## src/rtl/wb_pkg.sv

```systemverilog
// Shared constants and extension helpers for the write-back stage.
package wb_pkg;
   localparam logic [1:0] LOAD_BYTE = 2'b00;
   localparam logic [1:0] LOAD_HALF = 2'b01;
   localparam logic [1:0] LOAD_WORD = 2'b10;
   localparam logic [4:0] REG_ZERO  = 5'd0;

   function automatic logic [31:0] extend8(input logic [7:0] v, input logic unsig);
      return unsig ? {24'd0, v} : {{24{v[7]}}, v};
   endfunction

   function automatic logic [31:0] extend16(input logic [15:0] v, input logic unsig);
      return unsig ? {16'd0, v} : {{16{v[15]}}, v};
   endfunction
endpackage

```

## src/rtl/write_back_load_aligner.sv

```systemverilog
// Combinational big-endian sub-word extraction and extension for loads.
module load_aligner
   import wb_pkg::*;
(
   input  logic [31:0] data_i,
   input  logic [1:0]  offset_i,
   input  logic [1:0]  size_i,
   input  logic        unsig_i,
   output logic [31:0] aligned_o,
   output logic        misalign_o
);
   logic [7:0]  byte_s;
   logic [15:0] half_s;

   // Pick the addressed field, then extend according to load size.
   always_comb begin
      byte_s     = 8'd0;
      half_s     = 16'd0;
      aligned_o  = data_i;
      misalign_o = 1'b0;
      case (offset_i)
         2'd0:    byte_s = data_i[31:24];
         2'd1:    byte_s = data_i[23:16];
         2'd2:    byte_s = data_i[15:8];
         2'd3:    byte_s = data_i[7:0];
         default: byte_s = 8'd0;
      endcase
      if (offset_i[1]) begin
         half_s = data_i[15:0];
      end else begin
         half_s = data_i[31:16];
      end
      case (size_i)
         LOAD_BYTE: aligned_o = extend8(byte_s, unsig_i);
         LOAD_HALF: begin
            aligned_o  = extend16(half_s, unsig_i);
            misalign_o = offset_i[0];
         end
         default:   aligned_o = data_i;
      endcase
   end
endmodule

```

## src/rtl/write_back.sv

```systemverilog
// WB stage: MEM/WB register, result mux, r0 guard and retired-instruction counter.
// Sub-word load support is compiled in when WB_SUBWORD_LOAD_EN is defined.
module write_back
   import wb_pkg::*;
#(
   parameter int DATA_W = 32,
   parameter int REG_AW = 5,
   parameter int CNT_W  = 32
) (
   input  logic              clk,
   input  logic              reset,
   input  logic              mem_valid,
   input  logic              mem_reg_write,
   input  logic              mem_to_reg,
   input  logic [REG_AW-1:0] mem_rd,
   input  logic [DATA_W-1:0] mem_alu_result,
   input  logic [DATA_W-1:0] mem_load_data,
   input  logic [1:0]        mem_load_size,
   input  logic              mem_load_unsig,
   input  logic              stall,
   input  logic              flush,
   output logic              reg_write,
   output logic [REG_AW-1:0] rw,
   output logic [DATA_W-1:0] busw,
   output logic              misalign_err,
   output logic [CNT_W-1:0]  retired_count
);
   logic [DATA_W-1:0] aligned_s;
   logic              misalign_s;

`ifdef WB_SUBWORD_LOAD_EN
   load_aligner u_aligner (
      .data_i     (mem_load_data),
      .offset_i   (mem_alu_result[1:0]),
      .size_i     (mem_load_size),
      .unsig_i    (mem_load_unsig),
      .aligned_o  (aligned_s),
      .misalign_o (misalign_s)
   );
`else
   logic unused_s;
   assign unused_s   = ^{mem_load_size, mem_load_unsig};
   assign aligned_s  = mem_load_data;
   assign misalign_s = 1'b0;
`endif

   logic              we_d, we_q;
   logic [REG_AW-1:0] rw_d, rw_q;
   logic [DATA_W-1:0] busw_d, busw_q;
   logic              mis_d, mis_q;
   logic [CNT_W-1:0]  cnt_d, cnt_q;

   // Next state: flush clears, stall holds, otherwise capture the MEM stage.
   always_comb begin
      we_d   = we_q;
      rw_d   = rw_q;
      busw_d = busw_q;
      mis_d  = mis_q;
      cnt_d  = cnt_q;
      if (flush) begin
         we_d   = 1'b0;
         rw_d   = {REG_AW{1'b0}};
         busw_d = {DATA_W{1'b0}};
         mis_d  = 1'b0;
      end else if (stall) begin
         we_d   = we_q;
         cnt_d  = cnt_q;
      end else begin
         we_d   = mem_valid & mem_reg_write & (mem_rd != REG_AW'(REG_ZERO));
         rw_d   = mem_rd;
         busw_d = mem_to_reg ? aligned_s : mem_alu_result;
         mis_d  = mem_valid & mem_to_reg & misalign_s;
         cnt_d  = cnt_q + CNT_W'(mem_valid);
      end
   end

   // MEM/WB register with synchronous reset.
   always_ff @(posedge clk) begin
      if (reset) begin
         we_q   <= 1'b0;
         rw_q   <= {REG_AW{1'b0}};
         busw_q <= {DATA_W{1'b0}};
         mis_q  <= 1'b0;
         cnt_q  <= {CNT_W{1'b0}};
      end else begin
         we_q   <= we_d;
         rw_q   <= rw_d;
         busw_q <= busw_d;
         mis_q  <= mis_d;
         cnt_q  <= cnt_d;
      end
   end

   assign reg_write     = we_q;
   assign rw            = rw_q;
   assign busw          = busw_q;
   assign misalign_err  = mis_q;
   assign retired_count = cnt_q;
endmodule

```

## config.mk

```make
export PLATFORM = sky130hd
export DESIGN_NAME = write_back
export DESIGN_NICKNAME = d
export VERILOG_FILES = /design/src/rtl/wb_pkg.sv /design/src/rtl/write_back_load_aligner.sv /design/src/rtl/write_back.sv
export SDC_FILE = /design/constraint.sdc
export NUM_CORES = 1
export LEC_CHECK = 0
export BUFFER_PORTS_ARGS = -buffer_cell sky130_fd_sc_hd__buf_4
export CAP_MARGIN = 20
export CORE_UTILIZATION = 50
export DETAILED_ROUTE_END_ITERATION = 10
export HOLD_SLACK_MARGIN = 0.1
export PLACE_DENSITY = 0.85
export SKIP_LAST_GASP = 1
export SLEW_MARGIN = 20
export SYNTH_ARGS = -nofsm -noshare
export SYNTH_HDL_FRONTEND = slang
export SYNTH_HIERARCHICAL = 1
export SYNTH_SLANG_ARGS = --single-unit
```

## constraint.sdc

```tcl
create_clock -name clk -period 2.9 [get_ports clk]
set_input_delay 0.145 -clock clk [delete_from_list [all_inputs] [get_ports clk]]
set_output_delay 0.145 -clock clk [all_outputs]
set_load 0.05 [all_outputs]
```

==> results of run 1 <==
-- per-layer routing --
| metal | global-route usage, % | share of wire [%] | routed length, um |
|---|---|---|---|
| met5 | 0 | 0 | 0 |
| met1 | 29.6 | 40 | 3360 |
| met4 | 11.9 | 2.1 | 180 |
| met2 | 43.9 | 50 | 4250 |
| met3 | 7.78 | 8.0 | 673 |
-- synth_stat cells, drive strengths merged --
cell / instances / area [um^2]
nor4: 5 / 31.3
nor2: 103 / 387
o21ai: 3 / 15.0
nor3: 15 / 75.1
inv: 6 / 22.5
ha: 3 / 37.5
and2: 1 / 6.26
a21oi: 37 / 185
conb: 1 / 3.75
o31ai: 1 / 7.51
buf: 8 / 41.3
or2: 6 / 37.5
xnor2: 22 / 193
or3: 2 / 12.5
mux2i: 37 / 370
or4: 4 / 33.8
nand4bb: 1 / 11.3
xor2: 6 / 52.6
nand2: 15 / 56.3
nand3: 11 / 55.1
nand4: 6 / 43.8
clkbuf: 17 / 63.8
dfxtp: 70 / 1400
and4: 2 / 17.5
and3: 2 / 12.5
-- cell type report --
class	instances	area (um^2)	area share, %
clock buffers	12	145	3.25
clock inverters	2	10.0	0.224
inverters	6	22.5	0.505
multi-input cells	283	1640	36.8
flip-flops and latches	70	1400	31.4
well taps	75	93.8	2.10
repair buffers	151	1150	25.7
-- flip-flops by register name (all words and copies together), names as in the netlist --
register,flops
busw,32
retired_count,32
rw,5
reg_write,1
-- path summary, 6_finish.rpt --
kind | start | slack [ns] | end
worst min-delay path | mem_alu_result[23] | 0.17 | busw[23]
worst min register to register | busw[3] | 0.49 | busw[3]
worst max-delay path | retired_count[9] | 0.77 | retired_count[31]
worst max register to register | retired_count[9] | 0.77 | retired_count[31]
-- power by group --
group          switching (mW)  total (mW)  internal [mW]
combinational           0.173       0.311          0.138
clock                   0.334       0.656          0.322
sequential             0.0105       0.991          0.980
-- per-stage QoR --
stage               cell area [um^2]  power [mW]  hold slack, ns  utilization (%)
global placement                4260        1.31           0.381             70.7
global route                    4460        2.04           0.182             74.1
detailed placement              4260        1.32           0.396             70.7
CTS                             4460        1.97           0.157             74.1
finish                          4460        1.96           0.170             74.1
floorplan                       3170        1.19           0.289                -
-- critical path, delay by kind of cell (launching register included) --
| kind | cells | cell delay [ns] |
|---|---|---|
| compound gates | 1 | 0.15 |
| flops | 1 | 0.46 |
| simple gates | 4 | 1.45 |
-- kinds of logic after synthesis --
logic type | count (synthesis) | share of synthesized area, %
simple gates | 173 | 24.6
flops | 70 | 44.2
compound gates | 41 | 6.55
mux | 37 | 11.7
buf+inv | 31 | 4.02
xor+xnor | 28 | 7.73
fa+ha+maj | 3 | 1.18
other cells | 1 | 0.118
==> results.sh, run 1 <==
export IMPL_overflow=0
export IMPL_maxCapViolCount=0
export IMPL_rr_worst_depth=5
export IMPL_place_congestion=0.807
export IMPL_relSlewSlack_pct=50.5
export IMPL_layout_common_cells="146 x buf_4, 103 x nor2_1, 70 x dfxtp_1"
export IMPL_start_kind="flip-flop"
export IMPL_grt_antenna_before_repair=0
export IMPL_netlist_cell_type_count=30
export IMPL_drv_slew=0
export IMPL_final_cells=599
export IMPL_ir_drop_mv=0.280
export IMPL_grt_max_degree=78
export IMPL_antenna_left=0
export IMPL_holdPathStages=5
export IMPL_synth_seq_area_share_pct=44.2
export IMPL_path_cells="nand4_2 -> or4_4 -> or2_0 -> or4_1 -> a21oi_1"
export IMPL_syn_instance_count=384
export IMPL_cp_slowest_cell="or4_4"
export IMPL_crit_path_end_kind="flip-flop"
export IMPL_yosysWarnings=6
export IMPL_critPathArrivalTime_ns=2.39
export IMPL_die_area_um2=6670
export IMPL_clkSinkCount=70
export IMPL_syn_num_nets=466
export IMPL_tns_ns=0
export IMPL_buffer_ports_inserted=145
export IMPL_netlist_area_um2=3170
export IMPL_finalSetupViolCount=0
export IMPL_p_leak_nw=1.98
export IMPL_ys_ff_latch=70
export IMPL_cts_hold_buf=5
export IMPL_viasPerCell=5.30
export IMPL_vias=3177
export IMPL_grt_pass1_vias=2951
export IMPL_worst_hold_path_type="in -> reg"
export IMPL_setup_worst_path_class="reg -> reg"
export IMPL_grt_first_pass_wirelength_um=13200
export IMPL_hold_viol=0
export IMPL_dp_hpwl_um=6180
export IMPL_diodes=0
export IMPL_critPathMaxFanout=10
export IMPL_setup_slack_ns=0.766
export IMPL_numCtsBuffers=9
export IMPL_die_h_um=81.7
export IMPL_grt_usage_pct=25.8
export IMPL_syn_to_final_growth_pct=40.7
export IMPL_clk_path_buf_depth=2
export IMPL_tightest_slew_ns=0.743
export IMPL_root_buffer="clkbuf_8"
export IMPL_routed_wl_um=8460
export IMPL_drc=0
export IMPL_path_clk_slew_ns=0.07
export IMPL_cts_resized=0
export IMPL_drt_iter0_markers=92
export IMPL_power_density_nw_per_um2=439
export IMPL_ios=150
export IMPL_layout_commonest_cell="buf_4"
export IMPL_drt_pre_antenna_iters=5
export IMPL_placementRows=28
export IMPL_drive_gt1_share_pct=31.5
export IMPL_avgSynthCellArea_um2=8.26
export IMPL_skew_ns=0.0128
export IMPL_htree_levels=3
export IMPL_start_util_pct=52.7
export IMPL_finalCriticalPeriod_ns=2.13
export IMPL_worstPathRequired_ns=3.16
export IMPL_dpl_worst_slack_ns=0.806
export IMPL_period_share_pct=73.6
export IMPL_final_nets=603
export IMPL_rsz0062_at_grt="no"
export IMPL_die_x_um=81.7
export IMPL_max_stage_delay_ns=0.61
export IMPL_wl_per_cell_um=14.1
export IMPL_core_area_um2=6030
export IMPL_outcome="finished, final reports clean"
export IMPL_cts_setup_buffers=0
export IMPL_nFillCells=476
export IMPL_insertion_delay_ns=0.34
export IMPL_cts_tree="yes"
export IMPL_placed_cells=580
export IMPL_fmax_mhz=469
Power figures use the tool's default switching activity.
==> run 2, diff against run 1 <==
--- a/config.mk
+++ b/config.mk
@@ -7,10 +7,10 @@
 export LEC_CHECK = 0
 export BUFFER_PORTS_ARGS = -buffer_cell sky130_fd_sc_hd__buf_4
 export CAP_MARGIN = 20
-export CORE_UTILIZATION = 50
+export CORE_UTILIZATION = 46
 export DETAILED_ROUTE_END_ITERATION = 10
 export HOLD_SLACK_MARGIN = 0.1
-export PLACE_DENSITY = 0.85
+export PLACE_DENSITY = 0.79
 export SKIP_LAST_GASP = 1
 export SLEW_MARGIN = 20
 export SYNTH_ARGS = -nofsm -noshare
==> constraint.sdc (replaced) <==
create_clock -name clk -period 2.05 [get_ports clk]
set_input_delay 0.1025 -clock clk [delete_from_list [all_inputs] [get_ports clk]]
set_output_delay 0.1025 -clock clk [all_outputs]
set_load 0.05 [all_outputs]
==> run 2 against run 1 <==
Effect of this change: register-to-register slack got worse by 0.66 ns; clock-buffer cell count rose by 1; hold slack got worse by 0.052 ns; sequential power rose by 40%; first-iteration DRC count rose by 14%; via count fell by 2.3%; sequential cell count did not move; clock skew fell by 0.0053 ns; sequential share of layout area fell by 0.054 points; cell count rose by 1.7%; global-route usage fell by 3.3 points.
==> results.sh, run 2 (same netlist as run 1, synthesis figures left out) <==
export IMPL_utilization_pct=71.0
export IMPL_final_seq_area_um2=1450
export IMPL_outcome="finished, final reports clean"
export IMPL_swShare_pct=25.9
export IMPL_crit_path_end_kind="flip-flop"
export IMPL_finalSetupViolCount=0
export IMPL_drc=0
export IMPL_tightest_slew_ns=0.595
export IMPL_rsz0062_at_grt="no"
export IMPL_clkSinkCount=70
export IMPL_syn_to_final_growth_pct=45.4
export IMPL_critPathArrivalTime_ns=2.25
export IMPL_die_h_um=85.1
export IMPL_diodes=0
export IMPL_finalCriticalPeriod_ns=1.99
export IMPL_setup_worst_path_class="in -> reg"
export IMPL_drive_gt1_share_pct=36.3
export IMPL_layout_commonest_cell="buf_4"
export IMPL_total_power_mw=2.83
export IMPL_power_density_nw_per_um2=614
export IMPL_path_clk_slew_ns=0.07
export IMPL_antenna_left=0
export IMPL_final_nets=611
export IMPL_insertion_delay_ns=0.34
export IMPL_drv_slew=0
export IMPL_skew_ns=0.00750
export IMPL_pwr_share_seq_pct=49.1
export IMPL_pwr_share_clk_pct=35.4
export IMPL_hold_viol=0
export IMPL_routed_wl_um=8170
export IMPL_cts_tree="yes"
export IMPL_maxCapViolCount=0
export IMPL_die_x_um=85.1
export IMPL_ir_drop_mv=0.401
export IMPL_drt_pre_antenna_iters=5
export IMPL_start_kind="input port"
export IMPL_layout_common_cells="153 x buf_4, 103 x nor2_1, 52 x dfxtp_1"
export IMPL_relSlewSlack_pct=60.3
export IMPL_placementRows=29
export IMPL_overflow=0
export IMPL_die_area_um2=7230
export IMPL_htree_levels=3
export IMPL_grt_antenna_before_repair=0
export IMPL_p_leak_nw=2.05
export IMPL_worst_hold_path_type="in -> reg"
export IMPL_grt_first_pass_wirelength_um=12900
export IMPL_dp_hpwl_um=6000
export IMPL_start_util_pct=48.9
export IMPL_buffer_ports_inserted=145
export IMPL_grt_max_degree=63
export IMPL_clk_path_buf_depth=2
export IMPL_internal_power_mw=2.10
export IMPL_fmax_mhz=503
export IMPL_vias=3104
export IMPL_grt_pass1_vias=2956
export IMPL_worstPathRequired_ns=2.32
export IMPL_multiInputGateArea_um2=1670
export IMPL_p_sw_mw=0.734
export IMPL_period_share_pct=96.9
export IMPL_root_buffer="clkbuf_8"
export IMPL_nFillCells=523
export IMPL_wl_per_cell_um=13.4
export IMPL_ios=150
export IMPL_grt_usage_pct=22.5
export IMPL_cts_setup_buffers=0
export IMPL_critPathMaxFanout=7
export IMPL_place_congestion=0.766
export IMPL_numCtsBuffers=9
export IMPL_viasPerCell=5.10
export IMPL_p_comb_share_pct=15.6
export IMPL_core_area_um2=6490
export IMPL_drt_iter0_markers=105
## run 2: cell count changes in the layout (fill, tap and decap cells not counted), sizes merged
cell / before / now
dlygate4sd3: 5 / 6
clkinv: 2 / 1
buf: 146 / 153
clkbuf: 12 / 13
## run 2: repair_timing
action / in CTS / in global routing
endpoints found under the setup margin: 0 / 3
gates resized for setup: 0 / 2
hold endpoints to repair: 7 / 0
hold buffers: 6 / 0
## run 2: worst max-delay path, stage by stage
cell and delay [ns]:
dlygate4sd3_1 0.53, buf_4 0.16, nand4bb_4 0.22, or4_4 0.43, or2_0 0.26, or4_1 0.40, a21oi_1 0.14
## run 2: power by group through the flow
stage | sequential, mW | clock [mW] | combinational [mW]
5_1_grt | 1.39 | 1.08 | 0.475
6_report | 1.39 | 1.00 | 0.441
3_3_place_gp | 1.42 | 0 | 0.423
3_5_place_dp | 1.42 | 0 | 0.432
4_1_cts | 1.39 | 1.02 | 0.441
2_1_floorplan | 1.51 | 0 | 0.157
## run 2: per-layer routing
layer,global-route usage (%),share of wire (%)
met4,10.2,1.9
met1,24.6,41
met3,7.59,9.3
met2,39.3,48
met5,0,0
## run 2: path summary, 6_finish.rpt
kind / start / slack (ns) / cells past startpoint / end
max reg2reg: retired_count[9] / 0.11 / 5 / retired_count[31]
min reg2reg: retired_count[31] / 0.49 / 2 / retired_count[31]
min: mem_alu_result[31] / 0.12 / 5 / busw[31]
max: flush / 0.06 / 7 / retired_count[31]
## run 2: layout make-up
| cell class | count | share of cell area [%] |
|---|---|---|
| Clock inverter | 1 | 0.108 |
| Timing Repair Buffer | 159 | 26.2 |
| Tap cell | 77 | 2.09 |
| Multi-Input combinational cell | 283 | 36.1 |
| Sequential cell | 70 | 31.3 |
| Inverter | 6 | 0.488 |
| Clock buffer | 13 | 3.66 |
## run 2: per-stage QoR
stage / hold slack [ns] / TNS, ns / setup slack (ns) / area, um^2 / std cells
floorplan: 0.246 / -0.0475 / -0.0475 / 3220 / 384
global placement: 0.346 / 0 / 0.180 / 4360 / 589
detailed placement: 0.355 / 0 / 0.141 / 4360 / 589
CTS: 0.111 / 0 / 0.0455 / 4590 / 609
global route: 0.142 / 0 / 0.0133 / 4610 / 609
finish: 0.118 / 0 / 0.0634 / 4610 / 609
==> run 3, diff against run 2 <==
--- a/config.mk
+++ b/config.mk
@@ -5,12 +5,14 @@
 export SDC_FILE = /design/constraint.sdc
 export NUM_CORES = 1
 export LEC_CHECK = 0
+export ABC_AREA = 1
 export BUFFER_PORTS_ARGS = -buffer_cell sky130_fd_sc_hd__buf_4
 export CAP_MARGIN = 20
-export CORE_UTILIZATION = 46
+export CORE_UTILIZATION = 48
 export DETAILED_ROUTE_END_ITERATION = 10
 export HOLD_SLACK_MARGIN = 0.1
-export PLACE_DENSITY = 0.79
+export PLACE_DENSITY = 0.8
+export RECOVER_POWER = 25
 export SKIP_LAST_GASP = 1
 export SLEW_MARGIN = 20
 export SYNTH_ARGS = -nofsm -noshare
==> run 3 against run 2 <==
Effect of this change: hold slack worse by 0.0055 ns; sequential cell count did not move; critical path type unchanged; clock power increased by 14%; largest power group unchanged; critical endpoint is now busw[9].
==> results.sh, run 3 <==
export IMPL_htree_levels=3
export IMPL_synth_most_common_cell="nor2_1"
export IMPL_synth_simple_area_share_pct=29.9
export IMPL_swShare_pct=29.5
export IMPL_insertion_delay_ns=0.36
export IMPL_numCtsBuffers=9
export IMPL_synthTopCellsByCount="128 x nor2_1, 78 x nand2_1, 70 x dfxtp_1"
export IMPL_diodes=0
export IMPL_p_comb_share_pct=19.8
export IMPL_clkSinkCount=70
export IMPL_critPathArrivalTime_ns=2.02
export IMPL_holdPathStages=4
export IMPL_place_congestion=0.838
export IMPL_clk_path_buf_depth=2
export IMPL_final_seq_area_um2=1400
export IMPL_rrSetupSlack_ns=0.34
export IMPL_reg2reg_to="retired_count[28]"
export IMPL_yosysTopAreaCellShare_pct=39.0
export IMPL_synth_ff_type="dfxtp_1"
export IMPL_grt_max_degree=41
export IMPL_core_area_um2=7250
export IMPL_worst_hold_path_type="in -> reg"
export IMPL_critPathMaxFanout=1
export IMPL_synth_edf_count=0
export IMPL_async_flop_share_pct=0
export IMPL_syn_num_nets=600
export IMPL_maxCapViolCount=0
export IMPL_dp_hpwl_um=6860
export IMPL_buffer_ports_inserted=145
export IMPL_placementRows=31
export IMPL_pwr_share_seq_pct=44.4
export IMPL_overflow=0
export IMPL_rr_worst_depth=10
export IMPL_ir_drop_mv=0.364
export IMPL_rsz0062_at_grt="no"
export IMPL_die_x_um=88.6
export IMPL_syn_instance_count=518
export IMPL_relSlewSlack_pct=50.2
export IMPL_synth_fa_ha_area_share_pct=1.04
export IMPL_drc=0
export IMPL_nFillCells=541
export IMPL_netlist_cell_type_count=29
export IMPL_crit_path_start="mem_alu_result[9]"
export IMPL_p_sw_mw=0.941
export IMPL_grt_first_pass_wirelength_um=19700
export IMPL_hold_end="busw[8]"
export IMPL_syn_to_final_growth_pct=52.4
export IMPL_drive_gt1_share_pct=23.6
export IMPL_grt_usage_pct=33.3
export IMPL_ys_ff_latch=70
export IMPL_drv_slew=0
export IMPL_grt_pass1_vias=4172
export IMPL_min_from="mem_alu_result[8]"
export IMPL_synth_seq_area_share_pct=39.0
export IMPL_r2r_start="retired_count[0]"
export IMPL_cts_tree="yes"
export IMPL_tns_ns=0
export IMPL_wl_per_cell_um=15.4
export IMPL_grt_antenna_before_repair=0
export IMPL_viasPerCell=5.23
export IMPL_start_util_pct=49.6
export IMPL_skew_ns=0.0118
export IMPL_netlist_area_um2=3600
export IMPL_internal_power_mw=2.25
export IMPL_die_h_um=88.6
export IMPL_finalSetupViolCount=0
export IMPL_start_kind="input port"
export IMPL_cts_setup_buffers=0
export IMPL_drt_pre_antenna_iters=7
export IMPL_ios=150
export IMPL_synth_top_family_by_area="simple AND/OR/NAND/NOR gates"
export IMPL_avgSynthCellArea_um2=6.94
export IMPL_die_area_um2=7840
export IMPL_hold_viol=0
export IMPL_synth_area_leader_cell="dfxtp_1"
export IMPL_muxShareOfSynthArea_pct=10.0
export IMPL_outcome="finished, final reports clean"
export IMPL_yosys_area_share_xor_xnor_pct=0.974
export IMPL_final_nets=806
export IMPL_fmax_mhz=561
export IMPL_setup_worst_path_class="in -> reg"
export IMPL_vias=4330
export IMPL_worstPathRequired_ns=2.28
export IMPL_yosysWarnings=6
export IMPL_antenna_left=0
export IMPL_tightest_slew_ns=0.746
export IMPL_layout_commonest_cell="nor2_1"
export IMPL_synth_area_leaders="dfxtp_1 39%, nor2_1 13%, mux2_2 9.1%"
export IMPL_pwr_share_clk_pct=35.8
export IMPL_cts_resized=0
export IMPL_power_density_nw_per_um2=583
export IMPL_synth_compound_area_share_pct=8.91
export IMPL_finalCriticalPeriod_ns=1.78
export IMPL_crit_path_end_kind="flip-flop"
export IMPL_root_buffer="clkbuf_8"
export IMPL_multiInputGateArea_um2=1830
export IMPL_path_clk_slew_ns=0.08
export IMPL_period_share_pct=86.9
export IMPL_routed_wl_um=12700
export IMPL_p_leak_nw=2.60
export IMPL_layout_common_cells="128 x nor2_1, 111 x buf_4, 78 x nand2_1"
export IMPL_hold_ws_ns=0.113
export IMPL_drt_iter0_markers=208
## run 3: cell types whose count changed in the layout (fill, tap and decap cells not counted), sizes merged, moves of 11 or more
cell,change
a21oi,-22
buf,-42
clkbuf,+31
dlygate4sd3,+63
inv,+67
mux2,+32
mux2i,-37
nand2,+65
nand3,+11
nor2,+34
o21ai,+43
xnor2,-21
## run 3: worst max-delay path, cell delays in order
cell and delay (ns):
dlygate4sd3_1 0.53, buf_4 0.14, mux2_2 0.26, dlygate4sd3_1 0.58, o21ai_0 0.31, inv_1 0.09
## run 3: per-stage QoR
stage | setup slack (ns) | utilization, % | std cells | area, um^2 | power (mW)
after floorplan | 0.130 | - | 518 | 3600 | 1.74
after global placement | 0.415 | 65.1 | 743 | 4720 | 1.93
after detailed placement | 0.350 | 65.1 | 743 | 4720 | 1.93
after CTS | 0.334 | 77.4 | 828 | 5610 | 3.17
after global routing | 0.138 | 75.5 | 828 | 5480 | 3.28
final | 0.268 | 75.5 | 828 | 5480 | 3.19
## run 3: worst max path at each step
stage,to,slack [ns],depth (start not counted)
floorplan,retired_count[28],0.13,9
global placement,retired_count[28],0.42,10
detailed placement,retired_count[28],0.35,10
CTS,retired_count[28],0.33,10
global route,retired_count[28],0.14,10
finish,busw[9],0.27,6
## run 3: cell type report
class	instances	share of cell area, %
Timing Repair Buffer	215	30.2
Clock inverter	7	1.35
Clock buffer	9	2.26
Inverter	72	4.93
Tap cell	99	2.26
Sequential cell	70	25.6
Multi-Input combinational cell	356	33.4
## run 3: metal layers
layer	part of all wire [%]	vias to the layer above	GRT usage [%]
met5	0	-	0
met2	49	254	57.7
li1	-	2031	-
met3	9.0	50	8.77
met1	38	1995	37.9
met4	4.2	0	17.0
## run 3: power groups by stage
| stage | combinational [mW] | clock, mW | sequential, mW |
|---|---|---|---|
| 4_1_cts | 0.613 | 1.14 | 1.41 |
| 2_1_floorplan | 0.175 | 0 | 1.56 |
| 3_5_place_dp | 0.490 | 0 | 1.44 |
| 3_3_place_gp | 0.483 | 0 | 1.44 |
| 6_report | 0.632 | 1.14 | 1.42 |
| 5_1_grt | 0.664 | 1.20 | 1.42 |
## run 3: cell families (layout without fill, tap and decap cells)
kind of cell | after synthesis | after routing
AO/OA/AOI/OAI | 63 | 63
flip-flops | 70 | 70
AND/OR/NAND/NOR | 253 | 253
multiplexers | 32 | 32
other | 1 | 1
adder cells (fa/ha/maj) | 3 | 3
buffers and inverters | 92 | 303
XOR/XNOR | 4 | 4
## run 3: repair_timing
item | 4_1_cts | 5_1_grt
hold endpoints to repair | 43 | 0
endpoints found under the setup margin | 0 | 0
hold buffers | 69 | 0
